$ cat config.mk
export PLATFORM = sky130hd
export DESIGN_NAME = pipe_rca_adder
export DESIGN_NICKNAME = d
export VERILOG_FILES = /design/src/rtl/pipe_rca_adder_pkg.sv /design/src/rtl/pipe_rca_adder_rca_chunk.sv /design/src/rtl/pipe_rca_adder.sv
export SDC_FILE = /design/constraint.sdc
export NUM_CORES = 1
export LEC_CHECK = 0
export ABC_AREA = 1
export CAP_MARGIN = 15
export CORE_UTILIZATION = 35
export DETAILED_ROUTE_END_ITERATION = 16
export SLEW_MARGIN = 0
export SYNTH_ARGS = -nofsm -noshare
export SYNTH_HDL_FRONTEND = slang
export SYNTH_SLANG_ARGS = --single-unit
$ cat constraint.sdc
create_clock -name clk -period 3 [get_ports clk]
set_clock_uncertainty 0.15 [all_clocks]
set_input_delay 0.9 -clock clk [delete_from_list [all_inputs] [get_ports clk]]
set_output_delay 0.9 -clock clk [all_outputs]
set_load 0.005 [all_outputs]
$ cat src/rtl/pipe_rca_adder_pkg.sv
// Shared constants and mode encoding for the pipelined ripple-carry adder.
package pipe_rca_adder_pkg;

    localparam int DEF_WIDTH  = 16;
    localparam int DEF_STAGES = 4;

    typedef enum logic {
        MODE_ADD = 1'b0,
        MODE_SUB = 1'b1
    } mode_e;

endpackage

$ cat src/rtl/pipe_rca_adder_rca_chunk.sv
// Combinational ripple-carry slice; cm is the carry into the top bit,
// so cm ^ co gives signed overflow when this slice holds the sign bit.
module rca_chunk #(
    parameter int W = 4
) (
    input  logic [W-1:0] a,
    input  logic [W-1:0] b,
    input  logic         ci,
    output logic [W-1:0] s,
    output logic         co,
    output logic         cm
);

    logic [W:0] c;

    always_comb begin
        c    = '0;
        s    = '0;
        c[0] = ci;
        for (int i = 0; i < W; i++) begin
            s[i]   = a[i] ^ b[i] ^ c[i];
            c[i+1] = (a[i] & b[i]) | (c[i] & (a[i] ^ b[i]));
        end
    end

    assign co = c[W];
    assign cm = c[W-1];

endmodule

$ cat src/rtl/pipe_rca_adder.sv
// Pipelined add/subtract: one CHUNK-bit ripple slice per stage, with
// skewed operand/sum registers and a global stall from the output side.
module pipe_rca_adder
    import pipe_rca_adder_pkg::*;
#(
    parameter int WIDTH  = DEF_WIDTH,
    parameter int STAGES = DEF_STAGES
) (
    input  logic             clk,
    input  logic             rst_n,
    input  logic             in_valid,
    output logic             in_ready,
    input  logic [WIDTH-1:0] a,
    input  logic [WIDTH-1:0] b,
    input  logic             cin,
    input  logic             sub,
    output logic             out_valid,
    input  logic             out_ready,
    output logic [WIDTH-1:0] sum,
    output logic             cout,
    output logic             ovf
);

    localparam int SDIV  = (STAGES > 0) ? STAGES : 1;
    localparam int CHUNK = WIDTH / SDIV;

    if (STAGES < 1 || (WIDTH % SDIV) != 0) begin : g_cfg_err
        $error("pipe_rca_adder: WIDTH must be a multiple of STAGES >= 1");
    end

    mode_e mode;
    logic  inv;
    logic  stall;

    assign mode     = mode_e'(sub);
    assign inv      = (mode == MODE_SUB);
    assign stall    = out_valid && !out_ready;
    assign in_ready = !stall;

    for (genvar k = 0; k < STAGES; k++) begin : g_st
        localparam int LO = k * CHUNK;
        localparam int RW = WIDTH - LO;

        logic               v_i;
        logic               c_i;
        logic [RW-1:0]      a_i;
        logic [RW-1:0]      b_i;
        logic [CHUNK-1:0]   s_c;
        logic [LO+CHUNK-1:0] s_n;
        logic               co;
        logic               cm;
        logic               v_q;
        logic               c_q;
        logic [LO+CHUNK-1:0] s_q;

        if (k == 0) begin : g_in
            // Subtract is a + ~b + ~borrow; inversion happens on entry.
            assign v_i = in_valid;
            assign c_i = cin ^ inv;
            assign a_i = a;
            assign b_i = b ^ {WIDTH{inv}};
            assign s_n = s_c;
        end else begin : g_in
            assign v_i = g_st[k-1].v_q;
            assign c_i = g_st[k-1].c_q;
            assign a_i = g_st[k-1].g_sk.a_q;
            assign b_i = g_st[k-1].g_sk.b_q;
            assign s_n = {s_c, g_st[k-1].s_q};
        end

        rca_chunk #(
            .W (CHUNK)
        ) u_rca (
            .a  (a_i[CHUNK-1:0]),
            .b  (b_i[CHUNK-1:0]),
            .ci (c_i),
            .s  (s_c),
            .co (co),
            .cm (cm)
        );

        always_ff @(posedge clk or negedge rst_n) begin
            if (!rst_n) begin
                v_q <= 1'b0;
                c_q <= 1'b0;
                s_q <= '0;
            end else if (!stall) begin
                v_q <= v_i;
                if (v_i) begin
                    c_q <= co;
                    s_q <= s_n;
                end
            end
        end

        if (k < STAGES - 1) begin : g_sk
            logic [RW-CHUNK-1:0] a_q;
            logic [RW-CHUNK-1:0] b_q;
            logic                unused_cm;

            assign unused_cm = cm;

            always_ff @(posedge clk or negedge rst_n) begin
                if (!rst_n) begin
                    a_q <= '0;
                    b_q <= '0;
                end else if (!stall && v_i) begin
                    a_q <= a_i[RW-1:CHUNK];
                    b_q <= b_i[RW-1:CHUNK];
                end
            end
        end else begin : g_ov
            logic o_q;

            always_ff @(posedge clk or negedge rst_n) begin
                if (!rst_n) begin
                    o_q <= 1'b0;
                end else if (!stall && v_i) begin
                    o_q <= cm ^ co;
                end
            end
        end
    end

    assign out_valid = g_st[STAGES-1].v_q;
    assign sum       = g_st[STAGES-1].s_q;
    assign cout      = g_st[STAGES-1].c_q;
    assign ovf       = g_st[STAGES-1].g_ov.o_q;

endmodule

==> results.md, run 1 <==
- The number of antenna violations at the first check in global routing is 0.
- Dividing the detail-routed via count by the number of cells gives 4.346.
- The netlist area before placement is ~4500 sq um.
- The H-tree was split into 3 levels.
- Setup repair after global routing left no endpoint under its margin.
- The congestion estimate from routability-driven global placement came to 0.7134.
- The unique cell type count in the Yosys netlist is 16.
- Dividing the detail-routed wire length by the instance count gives around 11 microns.
- The worst path meets setup with approximately 0.1 ns of slack.
- In the final layout, the multi-input gates occupy about 1800 sq um.
- The via count of the first global-routing pass is approximately 3300.
- Including well taps, the total number of placed cells is roughly 740.
- Setup violations remaining at the end of the flow were counted as 0.
- Hold repair after CTS inserted 0 buffers.
- The number of violations of the max-capacitance limit is 0.
- The fraction of synthesized area in multiplexers is 0%.
- The die covers 13400 sq um.
- The footprint of the flip-flops and latches is between 2000 and 2500 sq um.
- In this run, flip-flops and latches consume 44.6% of the power.
- The core area is between 10000 and 15000 sq um.
- The area of placed instances is between 5000 and 6000 sq um.
- The die is between 100 and 150 microns tall.
- The normalized max-slew margin is between 40% and 50%.
- Buffers inserted during clock tree synthesis total 9.
- Counting flops and latches in the post-synthesis netlist gives 97.
- The first global-routing pass estimated 14940 microns of wire.
- Summing the areas of all xor and xnor instances in the mapped netlist gives 0.9669% of the synthesized area.
- The yosys synthesis warning count is 0.
- The number of core rows is 41.
- Clock latency on the worst-skew pair, taken at its later pin, is roughly 0.33 ns.
- The x dimension of the die is between 100 and 150 microns.
- Across every metal layer, demand over resource in global routing totals between 10% and 20%.
- In this run the most critical hold path is launched from sum[3].
- The depth of the worst register-to-register path is 9.
- The worst setup path startpoint is b[0].
- STA classifies the critical path startpoint as an input port.
- The number of DRC markers in iteration 0 is 172.
- The total overflow left after global routing is 0.
- At the placement stage, the worst setup path has a slack of -0.5615 ns.
- The clock-pin transition on the worst setup and hold timing paths is approximately 0.070 ns.
- The count of fill cells added during filler insertion is 1298.
- For the finished layout, the period the worst path requires is a little under 3 ns.
- In this run the count of I/O pins placed on the die edge is 58.
- The max-slew violation count was 0.
- The internal portion of the total power is between 3000 and 4000 uW.
- Detailed routing inserted a total of 3268 vias.
- The buffer levels on the longest clock path is 2.
- Along the worst hold path, the cell count comes to 2.
- The DRC violation count after routing is 0.
- Derived from the worst setup path, the maximum achievable clock frequency is 344.9 MHz.
- Once layout is complete, the cells apart from fillers number roughly 750.
- The part of the total power dissipated in combinational logic is 31.3%.
- Input and output buffers added on the ports amount to 57.
- The synthesized netlist devotes less than 1% of its cell area to compound gates.
- The post-DP HPWL is around 6000 microns.
- Of the total power, the share spent switching nets is around 34%.
- The tree is rooted in a clkbuf_16.
- Along the worst path, the maximum fanout reaches 1.
- The simple-gate share of the synthesized area is 30.17%.
- The sum of routed wire length over all layers is around 8400 microns.
- The pin count of the biggest net entering global routing is 87.
- Synthesis produced a netlist whose cell count is 522.
- The number of failing hold endpoints at the final stage came to 0.
- VDD sags by at most 363.3 uV.
- The post-route netlist has about 7.6% of its cells at a drive strength greater than 1.
- The final critical path takes up between 90% and 100% of the cycle.
- The number of nets handed over by synthesis was between 500 and 600.
- TritonCTS built the clock tree.
- The clock network is responsible for about 24% of the overall power.
- Setup total negative slack on the finished layout was measured at 0 ns.
- Summed over all nets, the switching power comes to about 1700 uW.
- The class of the tightest hold or removal check is flop to flop.
- The synthesized netlist devotes 7.072% of its cell area to adder and majority cells.
- By area, the combinational part of the netlist is dominated by simple AND/OR/NAND/NOR gates.
- The remaining number of nets flagged by the antenna check after routing is 0.
- The post-synthesis sequential area ratio is 53.59%.
- For the worst setup path, the data required time is ~3.1 ns.
- The diode insertion count for antenna repair is 0.
- The initial utilization of the core area, before any placement, comes to between 30% and 40%.
- The signed area change from the synthesized netlist to the final layout is 23.81%.
- The mean instance size in the synthesized netlist is 8.677 sq um.
- The detailed-router iteration count before antenna repair is 4.
- The startpoint identified for the worst register-to-register timing path is g_st[2].c_q.
- The arrival time at the worst endpoint is ~3.0 ns.
- The post-route cell area is ~5600 sq um.
- By startpoint and endpoint, the worst setup path is classified as input port to flop.
- The final layout contains between 600 and 700 nets.
- The sort of element at the end of the critical path is a flop.
- In this run the power density over the cells is ~890 nW/um^2.
- The analysis attributes to cell leakage a power of 0.002961 uW.
- The flow ran to the end, and the final reports show no timing, DRC or antenna violations.
- CTS saw 97 sinks.
- The pin slew with the least headroom to its limit is roughly 0.84 ns.
-- timing repair --
item,CTS,global route
buffers inserted,0,0
pin swaps,0,6
setup endpoints to repair,3,2
gates resized for setup,5,7
-- worst max-delay path, stage by stage --
cell           delay (ns)
dlygate4sd2_1        0.28
xnor2_4              0.14
fa_2                 0.36
inv_2                0.07
fa_2                 0.20
inv_2                0.04
fa_2                 0.37
inv_2                0.06
fa_1                 0.40
nand3_1              0.09
nand2_1              0.06
-- final cells by class --
cell class	instances	area share [%]
Clock inverter	6	1.606
Tap cell	172	3.838
Multi-Input combinational cell	352	31.93
Timing Repair Buffer	72	12.38
Clock buffer	10	4.083
Sequential cell	97	43.28
Inverter	43	2.878
-- through the flow --
step / hold slack (ns) / power [uW] / utilization (%)
2_1_floorplan: 0.2919 / 3273 / -
3_3_place_gp: 0.3047 / 3781 / 41.75
3_5_place_dp: 0.3082 / 3869 / 41.75
4_1_cts: 0.3251 / 5091 / 44.34
5_1_grt: 0.3399 / 5463 / 44.44
6_report: 0.3179 / 5016 / 44.44
-- flip-flops by register name (all words and copies together), names as in the netlist --
| signal | count |
|---|---|
| g_st.v_q | 3 |
| g_st.s_q | 24 |
| g_st.g_sk.a_q | 24 |
| g_st.g_sk.b_q | 24 |
| cout | 1 |
| g_st.c_q | 3 |
| sum | 16 |
| out_valid | 1 |
| ovf | 1 |
-- power groups by stage --
stage	combinational, uW	sequential (uW)	clock, uW
global placement	1550	2230	0
CTS	1610	2240	1240
detailed placement	1610	2260	0
finish	1570	2240	1210
global route	1850	2320	1290
floorplan	1170	2110	0
-- path summary, 6_finish.rpt --
| path | endpoint | slack, ns |
|---|---|---|
| max in group asynchronous | g_st[0].g_sk.b_q[3] | 1.64 |
| worst min register to register | sum[3] | 0.32 |
| worst max-delay path | g_st[0].s_q[3] | 0.10 |
| min in group asynchronous | sum[4] | 0.40 |
| worst max register to register | sum[15] | 0.51 |
| worst min-delay path | sum[3] | 0.32 |
-- per-layer routing --
metal,vias up,routed length (microns),global-route usage (%)
met2,75,3674,22.62
met3,7,402,3.033
met1,1474,4207,19.05
li1,1712,-,-
met5,-,0,0
met4,0,91,4.872
-- cell usage after synthesis (all sizes together) --
cell	number	area share, %
xor2	2	0.39
a21oi	2	0.22
dfrtp	97	54
clkbuf	2	0.17
nand2	246	21
buf	28	4.1
inv	43	3.6
o21ai	1	0.11
nand3b	10	1.7
nand3	72	8.0
fa	16	7.1
xnor2	3	0.58
-- placed cells by master (no fill, tap or decap), drive strengths merged --
cell	count
buf	16
clkinv	2
bufinv	2
fa	16
xor2	2
a21oi	2
clkinvlp	1
inv	44
xnor2	3
nand3b	10
dlygate4sd2	2
dlymetal6s2s	2
o21ai	1
dfrtp	97
clkdlybuf4s50	51
nand3	72
clkbuf	11
nand2	246
-- cells by family (layout without fill, tap and decap cells) --
logic type,Yosys count,in the layout
DFF,97,97
adders and majority gates,16,16
buffers and inverters,73,131
and+or+nand+nor,328,328
AOI/OAI and AO/OA,3,3
xor gates and xnor gates,5,5
Power figures use the tool's default switching activity.
==> inputs of run 2 (changes only) <==
--- a/config.mk
+++ b/config.mk
@@ -9,6 +9,9 @@
 export CAP_MARGIN = 15
 export CORE_UTILIZATION = 35
 export DETAILED_ROUTE_END_ITERATION = 16
+export MAX_ROUTING_LAYER = met4
+export RECOVER_POWER = 100
+export SKIP_LAST_GASP = 1
 export SLEW_MARGIN = 0
 export SYNTH_ARGS = -nofsm -noshare
 export SYNTH_HDL_FRONTEND = slang
==> run 2 against run 1 <==
  * Non-clock buffer count unchanged
  * Hold slack worse by 0.0059 ns
  * Via count down 0.21%
  * Utilization down 0.28 points
  * Critical path type unchanged
==> results.md, run 2 (synthesis gave the netlist of run 1 again) <==
- The run finished with clean final reports.
- The chip height is 115.8 microns (unchanged).
- The clock root buffer is clkbuf_16.
- Setup repair after global routing left no endpoint under its margin.
- The diode insertion count for antenna repair came to 0 (unchanged).
- The pin count of the biggest net entering global routing came to 87 (unchanged).
- The area enclosed by the die boundary is 13400 sq um (unchanged).
- The final weighted congestion in routability-driven placement is 0.7216 (+1.1%).
- The normalized max-slew margin was 30.54% (-14 points).
- The post-DP HPWL is 5971 microns (unchanged).
- The number of buffers added by the clock tree synthesis step is 9 (unchanged).
- The routed wire length on met3 is 385 microns (-4.2%).
- The power density relative to cell area is 888.6 nW/um^2 (-0.66%).
- The final count of negative-setup-slack endpoints is 0 (unchanged).
- The number of violations of the max-capacitance limit is 0 (unchanged).
- The overall via count from detail_route was 3261 (-0.21%).
- TritonCTS built the clock tree.
- From synthesis to final layout, the design area changed by 23.04%.
- The remaining number of nets flagged by the antenna check after routing is 0 (unchanged).
- The met2 wire length is 3673 microns (about the same).
- The slowest stage of the critical path belongs to the cell fa_1.
- The proportion of layout cells with a drive suffix above 1 is 6.724% (-0.86 points).
- The total overflow reported by the global router is 0 (unchanged).
- The core area is 12620 sq um (unchanged).
- The clock-pin transition on the worst setup and hold timing paths was 0.07 ns (about the same).
- The final critical-path required period is 2.901 ns (+0.001142 ns).
- The number of antenna violations at the first check in global routing came to 0 (unchanged).
- The sort of element at the start of the critical path is an input port.
- The total design power is 4952 uW (-1.3%).
- The setup TNS after final layout is 0 ns (unchanged).
- The total number of H-tree levels is 3 (unchanged).
- The hold buffer count at CTS is 0 (unchanged).
- The x dimension of the die is 115.8 microns (unchanged).
- In this run the worst setup path terminates at g_st[0].s_q[3].
- The area of placed instances is 5269 sq um (unchanged).
- The arrival time at the worst endpoint is 2.98 ns (about the same).
- The share of the cycle needed by the critical path after routing is 96.70% (about the same).
- The number of DRC markers in iteration 0 is 161 (-6.4%).
- The highest layer touched by signal routing is met4.
- The non-filler instance count after layout is 752 (unchanged).
- The sum of routed wire length over all layers came to 8429 microns (+0.63%).
- The post-route cell area was 5573 sq um (-0.62%).
- On the critical path the largest part of the delay comes from adder cells.
- The number of placed instances with taps included is 736 (unchanged).
- The leakage power of the design is 0.002984 uW (+0.77%).
- The maximum achievable frequency is 344.7 MHz (about the same).
- The via count of the first global-routing pass came to 3323 (-0.21%).
- The top-level I/O count was 58 (unchanged).
- The depth of the worst register-to-register path was 9 (unchanged).
- The ratio of routed vias to standard cells is 4.336 (-0.21%).
- The number of core rows is 41 (unchanged).
- The critical path required time is 3.08 ns (about the same).
- Traced cell by cell, the critical path runs through dlygate4sd2_1, xnor2_4, fa_2, inv_2, fa_2, inv_2, fa_2, inv_2, fa_1, nand3_1, nand2_1.
- The worst-path maximum fanout came to 1 (unchanged).
- The stage delay of the slowest cell on the critical path came to 0.40 ns (about the same).
- The startpoint of the most critical register-to-register path is g_st[2].c_q.
- The logic depth of the worst setup path including buffers is 11 (unchanged).
- The met1 wire length came to 4277 microns (+1.7%).
- The library cell used most frequently in the layout, excluding fill and tap cells, is nand2_1.
- The top cell types in the final layout, fill and taps aside, are 246 x nand2_1, 97 x dfrtp_1, 72 x nand3_1.
- The number of clock sinks was 97 (unchanged).
- The routed wirelength normalized by instance count is 11.21 microns (+0.63%).
- The worst reg-to-reg setup slack came to 0.52 ns (about the same).
- The pin slew with the least headroom to its limit is 1.042 ns (+0.2044 ns).
- The buffer levels on the longest clock path came to 2 (unchanged).
- The class of the tightest hold or removal check is flop to flop.
- The worst setup path startpoint is b[0].
- The worst setup path is of the input port to flop kind.
- The detailed-router iteration count before antenna repair was 5 (+1).
- The DRC violation count after routing is 0 (unchanged).
- The sort of element at the end of the critical path is a flop.
- The starting utilization of the core area is 35.89% (unchanged).
- The number of buffer cells added on primary ports is 57 (unchanged).
- The number of failing hold endpoints at the final stage is 0 (unchanged).
- The post-layout net count is 629 (unchanged).
- The worst voltage drop across the vdd grid is 361.6 uV (-0.48%).
- The max-slew violation count came to 0 (unchanged).
- The worst path buffer plus inverter count is 4 (unchanged).
- The worst hold slack after final layout is 0.3119 ns (-0.005940 ns).
- The first-pass GRT wire length came to 14940 microns (unchanged).
- The largest registers in the layout are g_st.g_sk.a_q x24, g_st.g_sk.b_q x24, g_st.s_q x24.
- The worst register-to-register path ends at sum[15].
- The clock latency reported for the late side of the worst-skew pair is 0.34 ns (about the same).
- The overall track demand over capacity in global routing was 14.60% (+0.47 points).
==> run 2: changes by cell type in the layout (fill, tap and decap cells not counted) <==
cell | previous run | this run
clkbuf_4 | 0 | 2
buf_4 | 14 | 8
clkdlybuf4s50_1 | 51 | 31
nand2_2 | 3 | 0
dlygate4sd3_1 | 0 | 20
clkbuf_1 | 1 | 3
nand2_1 | 243 | 246
clkbuf_2 | 1 | 4
buf_12 | 1 | 0
==> run 2: worst min-delay path: stages (launching register included) <==
cell	delay, ns
dfrtp_1	0.34
nand2_1	0.05
nand2_1	0.04
==> run 2: cell type report <==
| type | instances | area, sq um |
|---|---|---|
| Inverter | 43 | 161.4 |
| Sequential cell | 97 | 2427 |
| Fill cell | 1302 | 7047 |
| Timing Repair Buffer | 72 | 666.9 |
| Tap cell | 172 | 215.2 |
| Clock inverter | 6 | 90.09 |
| Clock buffer | 10 | 229.0 |
| Multi-Input combinational cell | 352 | 1783 |
==> run 2: worst min-delay path by stage <==
stage                              from             endpoint  cells past startpoint
CTS                              sum[3]               sum[3]                      2
floorplan           g_st[0].g_sk.a_q[1]  g_st[0].g_sk.a_q[1]                      2
global route                     sum[8]               sum[8]                      2
finish                           sum[3]               sum[3]                      2
detailed placement              sum[13]              sum[13]                      2
global placement                 sum[4]               sum[4]                      2
==> run 2: per-layer routing <==
metal,GRT usage [%],vias up
li1,-,1720
met1,19.29,1457
met2,22.50,77
met3,2.929,7
met4,4.872,0
met5,-,-
==> run 2: through the flow <==
stage	setup WS, ns	utilization (%)
after floorplan	-0.07907	-
after CTS	-0.01493	44.34
after global routing	0.01312	44.16
after global placement	-0.4689	41.75
final	0.09907	44.16
after detailed placement	-0.5615	41.75
==> run 2: power breakdown <==
group / internal [uW] / leakage (uW) / switching (uW) / total [uW]
clock: 733 / 0.000153 / 481 / 1210
combinational: 693 / 0.00161 / 817 / 1510
sequential: 1830 / 0.00122 / 394 / 2230
total: 3260 / 0.00298 / 1690 / 4950
==> run 2: what timing repair did <==
item / 4_1_cts / 5_1_grt
cloned: 0 / 0
buffers inserted: 0 / 0
pin swaps: 0 / 6
resized for setup: 5 / 7
setup endpoints to repair: 3 / 2
endpoints found under the hold margin: 0 / 0
==> inputs of run 3 (changes only) <==
--- a/config.mk
+++ b/config.mk
@@ -7,12 +7,15 @@
 export LEC_CHECK = 0
 export ABC_AREA = 1
 export CAP_MARGIN = 15
-export CORE_UTILIZATION = 35
+export CORE_MARGIN = 2
+export CORE_UTILIZATION = 55
 export DETAILED_ROUTE_END_ITERATION = 16
 export MAX_ROUTING_LAYER = met4
+export PLACE_DENSITY = 0.79
 export RECOVER_POWER = 100
 export SKIP_LAST_GASP = 1
 export SLEW_MARGIN = 0
 export SYNTH_ARGS = -nofsm -noshare
 export SYNTH_HDL_FRONTEND = slang
+export SYNTH_HIERARCHICAL = 1
 export SYNTH_SLANG_ARGS = --single-unit
==> run 3 against run 2 <==
  * First-iteration DRC count increased by 17%
  * Die area decreased by 33%
  * Setup slack got worse by 0.051 ns
  * Design area decreased by 2.8%
  * Clock-buffer cell count unchanged
  * Non-clock buffer count increased by 4
  * Hold slack improved by 0.0090 ns
  * Register-to-register slack improved by 0.16 ns
  * Highest routed layer unchanged
==> results.md, run 3 <==
- The overall track demand over capacity in global routing was 21.21% (+6.6 points).
- The remaining number of nets flagged by the antenna check after routing is 0 (unchanged).
- The detailed-router iteration count before antenna repair is 4 (-1).
- The critical path required time is 3.11 ns (+0.03 ns).
- The leakage power of the design came to 0.002982 uW (about the same).
- The clock latency reported for the late side of the worst-skew pair is 0.36 ns (+0.02 ns).
- By instance count, the leading cell after synthesis is nand2_1.
- The via count of the first global-routing pass is 3228 (-2.9%).
- By count the netlist is led by 243 x nand2_1, 97 x dfrtp_1, 82 x nand3_1.
- The number of antenna violations at the first check in global routing is 0 (unchanged).
- The normalized max-slew margin was 28.83% (-1.7 points).
- The global routing met1 resource utilization is 27.21% (+7.9 points).
- The routing usage on met3 was 4.230% (+1.3 points).
- The maximum achievable frequency was 338.7 MHz (-1.7%).
- The final count of negative-setup-slack endpoints is 0 (unchanged).
- The sort of element at the end of the critical path is a flop.
- The final core utilization is 66.95% (+23 points).
- The yosys synthesis warning count was 6 (+6).
- The worst hold path cell count is 2 (unchanged).
- Leaving out fill and tap cells, the most frequent cell in the layout is nand2_1.
- The sum of routed wire length over all layers was 8091 microns (-4.0%).
- The non-filler instance count after layout is 696 (-7.4%).
- The area enclosed by the die boundary is 8977 sq um (-33%).
- The max-slew violation count is 0 (unchanged).
- In the final layout, the registers with the most flip-flops are g_st.g_sk.a_q x24, g_st.g_sk.b_q x24, g_st.s_q x24.
- The number of buffer cells added on primary ports is 57 (unchanged).
- The diode insertion count for antenna repair is 0 (unchanged).
- The met2 usage is 34.28% (+12 points).
- Summed over all instances, the cell type with the most area after synthesis is dfrtp_1.
- For this run, the leading register cell type out of synthesis is dfrtp_1.
- The pin count of the biggest net entering global routing was 87 (unchanged).
- The core area came to 8093 sq um (-36%).
- The signed area change from the synthesized netlist to the final layout is 19.61%.
- The first-pass GRT wire length was 14500 microns (-3.0%).
- The depth of the worst register-to-register path is 8 (-1).
- The share of the cycle needed by the critical path after routing is 98.41% (+1.7 points).
- The ratio of routed vias to standard cells is 4.889 (+13%).
- The worst hold path endpoint is sum[12].
- The buffer levels on the longest clock path was 2 (unchanged).
- In the layout the commonest cells are 245 x nand2_1, 97 x dfrtp_1, 82 x nand3_1.
- In this run the critical register-to-register path is launched from g_st[2].g_sk.a_q[0].
- The number of flops mapped to enable cells by yosys is 0 (unchanged).
- The area share of the largest cell type after synthesis is 53.59% (unchanged).
- The number of nets in the synthesized netlist is 583 (+1.2%).
- The pin slew with the least headroom to its limit is 1.068 ns (+0.02572 ns).
- The worst hold slack after final layout was 0.3209 ns (+0.009021 ns).
- The worst voltage drop across the vdd grid is 328.3 uV (-9.2%).
- The power density relative to cell area is 877.5 nW/um^2 (-1.2%).
- The netlist area before placement was 4529 sq um (unchanged).
- The post-layout net count was 640 (+1.7%).
- The number of violations of the max-capacitance limit is 0 (unchanged).
- The worst hold path belongs to the class flop to flop.
- The clock-pin transition on the worst setup and hold timing paths is 0.09 ns (+0.02 ns).
- The run finished with clean final reports.
- The number of core rows is 33 (-20%).
- The starting utilization of the core area is 55.97% (+20 points).
- By area the synthesized netlist is led by dfrtp_1 54%, nand2_1 20%, nand3_1 9.1%.
- The overall via count from detail_route is 3403 (+4.4%).
- The number of failing hold endpoints at the final stage is 0 (unchanged).
- The number of DRC markers in iteration 0 came to 188 (+17%).
- The number of cells produced by synthesis is 529 (+1.3%).
- The x dimension of the die is 94.75 microns (-18%).
- The proportion of synthesized flip-flops having asynchronous set or reset was 100.0% (unchanged).
- The mean instance size in the synthesized netlist is 8.562 sq um (-1.3%).
- The number of placed instances with taps included was 679 (-7.7%).
- The final critical-path required period was 2.952 ns (+0.05141 ns).
- The chip height is 94.75 microns (-18%).
- The total number of H-tree levels is 3 (unchanged).
- The arrival time at the worst endpoint is 3.06 ns (+0.08 ns).
- The worst reg-to-reg setup slack is 0.68 ns (+0.16 ns).
- The busiest metal layer after global routing is met2.
- The routed wirelength normalized by instance count is 11.63 microns (+3.7%).
- The sort of element at the start of the critical path is an input port.
- The flop and latch count out of synthesis is 97 (unchanged).
- The number of clock sinks is 97 (unchanged).
- The number of buffers added by the clock tree synthesis step is 9 (unchanged).
- The final weighted congestion in routability-driven placement is 0.7433 (+3.0%).
- The post-synthesis sequential area ratio is 53.59% (unchanged).
- The total overflow reported by the global router is 0 (unchanged).
- The top-level I/O count is 58 (unchanged).
- The tree is rooted in a clkbuf_8.
- The proportion of layout cells with a drive suffix above 1 was 6.261% (-0.46 points).
- The worst-path maximum fanout is 3 (+2).
- The unique cell type count in the Yosys netlist is 14 (-2).
- The DRC violation count after routing is 0 (unchanged).
- The origin of the worst min-delay path is sum[12].
- The worst flop-to-flop path endpoint is sum[15].
- TritonCTS built the clock tree.
- The worst setup path is of the input port to flop kind.
- The post-DP HPWL is 5700 microns (-4.5%).
[run 3: cell count changes in the layout (fill, tap and decap cells not counted), moves of 2 or more]
cell       delta
clkbuf_1      +3
clkbuf_16     -9
clkbuf_4      -2
clkbuf_8      +9
inv_1        +10
inv_2         -3
nand3_1      +10
nand3b_1     -10
xnor2_4       -2
[run 3: layout make-up]
cell class,instances,area (sq um)
Multi-Input combinational cell,352,1749
Timing Repair Buffer,76,679.4
Clock inverter,6,115.1
Clock buffer,10,127.6
Fill cell,670,2675
Inverter,50,187.7
Tap cell,105,131.4
Sequential cell,97,2427
[run 3: kinds of logic after synthesis]
| group | count (synthesis) | synth area share (%) |
|---|---|---|
| AOI/OAI and AO/OA | 3 | 0.3314 |
| xor gates and xnor gates | 5 | 0.9668 |
| adders and majority gates | 16 | 7.072 |
| buffers and inverters | 80 | 8.426 |
| DFF | 97 | 53.59 |
| and+or+nand+nor | 328 | 29.61 |
[run 3: timing repair]
item / in CTS / in global routing
hold endpoints to repair: 0 / 0
resized for setup: 5 / 1
pin swaps: 5 / 1
hold buffers: 0 / 0
endpoints found under the setup margin: 2 / 1
setup buffers: 1 / 0
[run 3: worst max-delay path by stage]
stage	slack (ns)	to	startpoint
4_1_cts	-0.04	g_st[0].s_q[3]	b[0]
3_3_place_gp	-0.46	g_st[0].s_q[3]	sub
5_1_grt	-0.01	g_st[0].s_q[3]	sub
3_5_place_dp	-0.53	g_st[0].s_q[3]	sub
2_1_floorplan	-0.05	g_st[0].s_q[3]	sub
6_report	0.05	g_st[0].s_q[3]	sub
[run 3: metal layers]
metal	routed length, microns	up-vias
met4	103	0
met1	3610	1591
met5	0	-
li1	-	1734
met2	4011	68
met3	366	10
[run 3: power by group]
part	switching [uW]	internal [uW]	total (uW)	leakage, uW
combinational	868	680	1550	0.00164
sequential	371	1830	2200	0.00122
clock	447	558	1000	0.000117
total	1690	3070	4750	0.00298
[run 3: critical path, cell delays in order]
cell and delay [ns]:
dlygate4sd2_1 0.24, buf_6 0.13, buf_4 0.13, buf_4 0.13
xor2_1 0.13, inv_1 0.06, fa_2 0.35, fa_2 0.37
inv_2 0.07, fa_1 0.38, nand3_1 0.10, nand2_1 0.07
[run 3: through the flow]
stage | worst slack, ns | setup TNS (ns) | power, uW | instance area, sq um
after CTS | -0.03742 | -0.03742 | 4882 | 5454
after global routing | -0.01040 | -0.01040 | 5198 | 5418
after global placement | -0.4627 | -0.9381 | 3777 | 5192
after detailed placement | -0.5292 | -1.093 | 3869 | 5192
final | 0.04766 | 0 | 4754 | 5418
after floorplan | -0.05312 | -0.05312 | 3289 | 4568
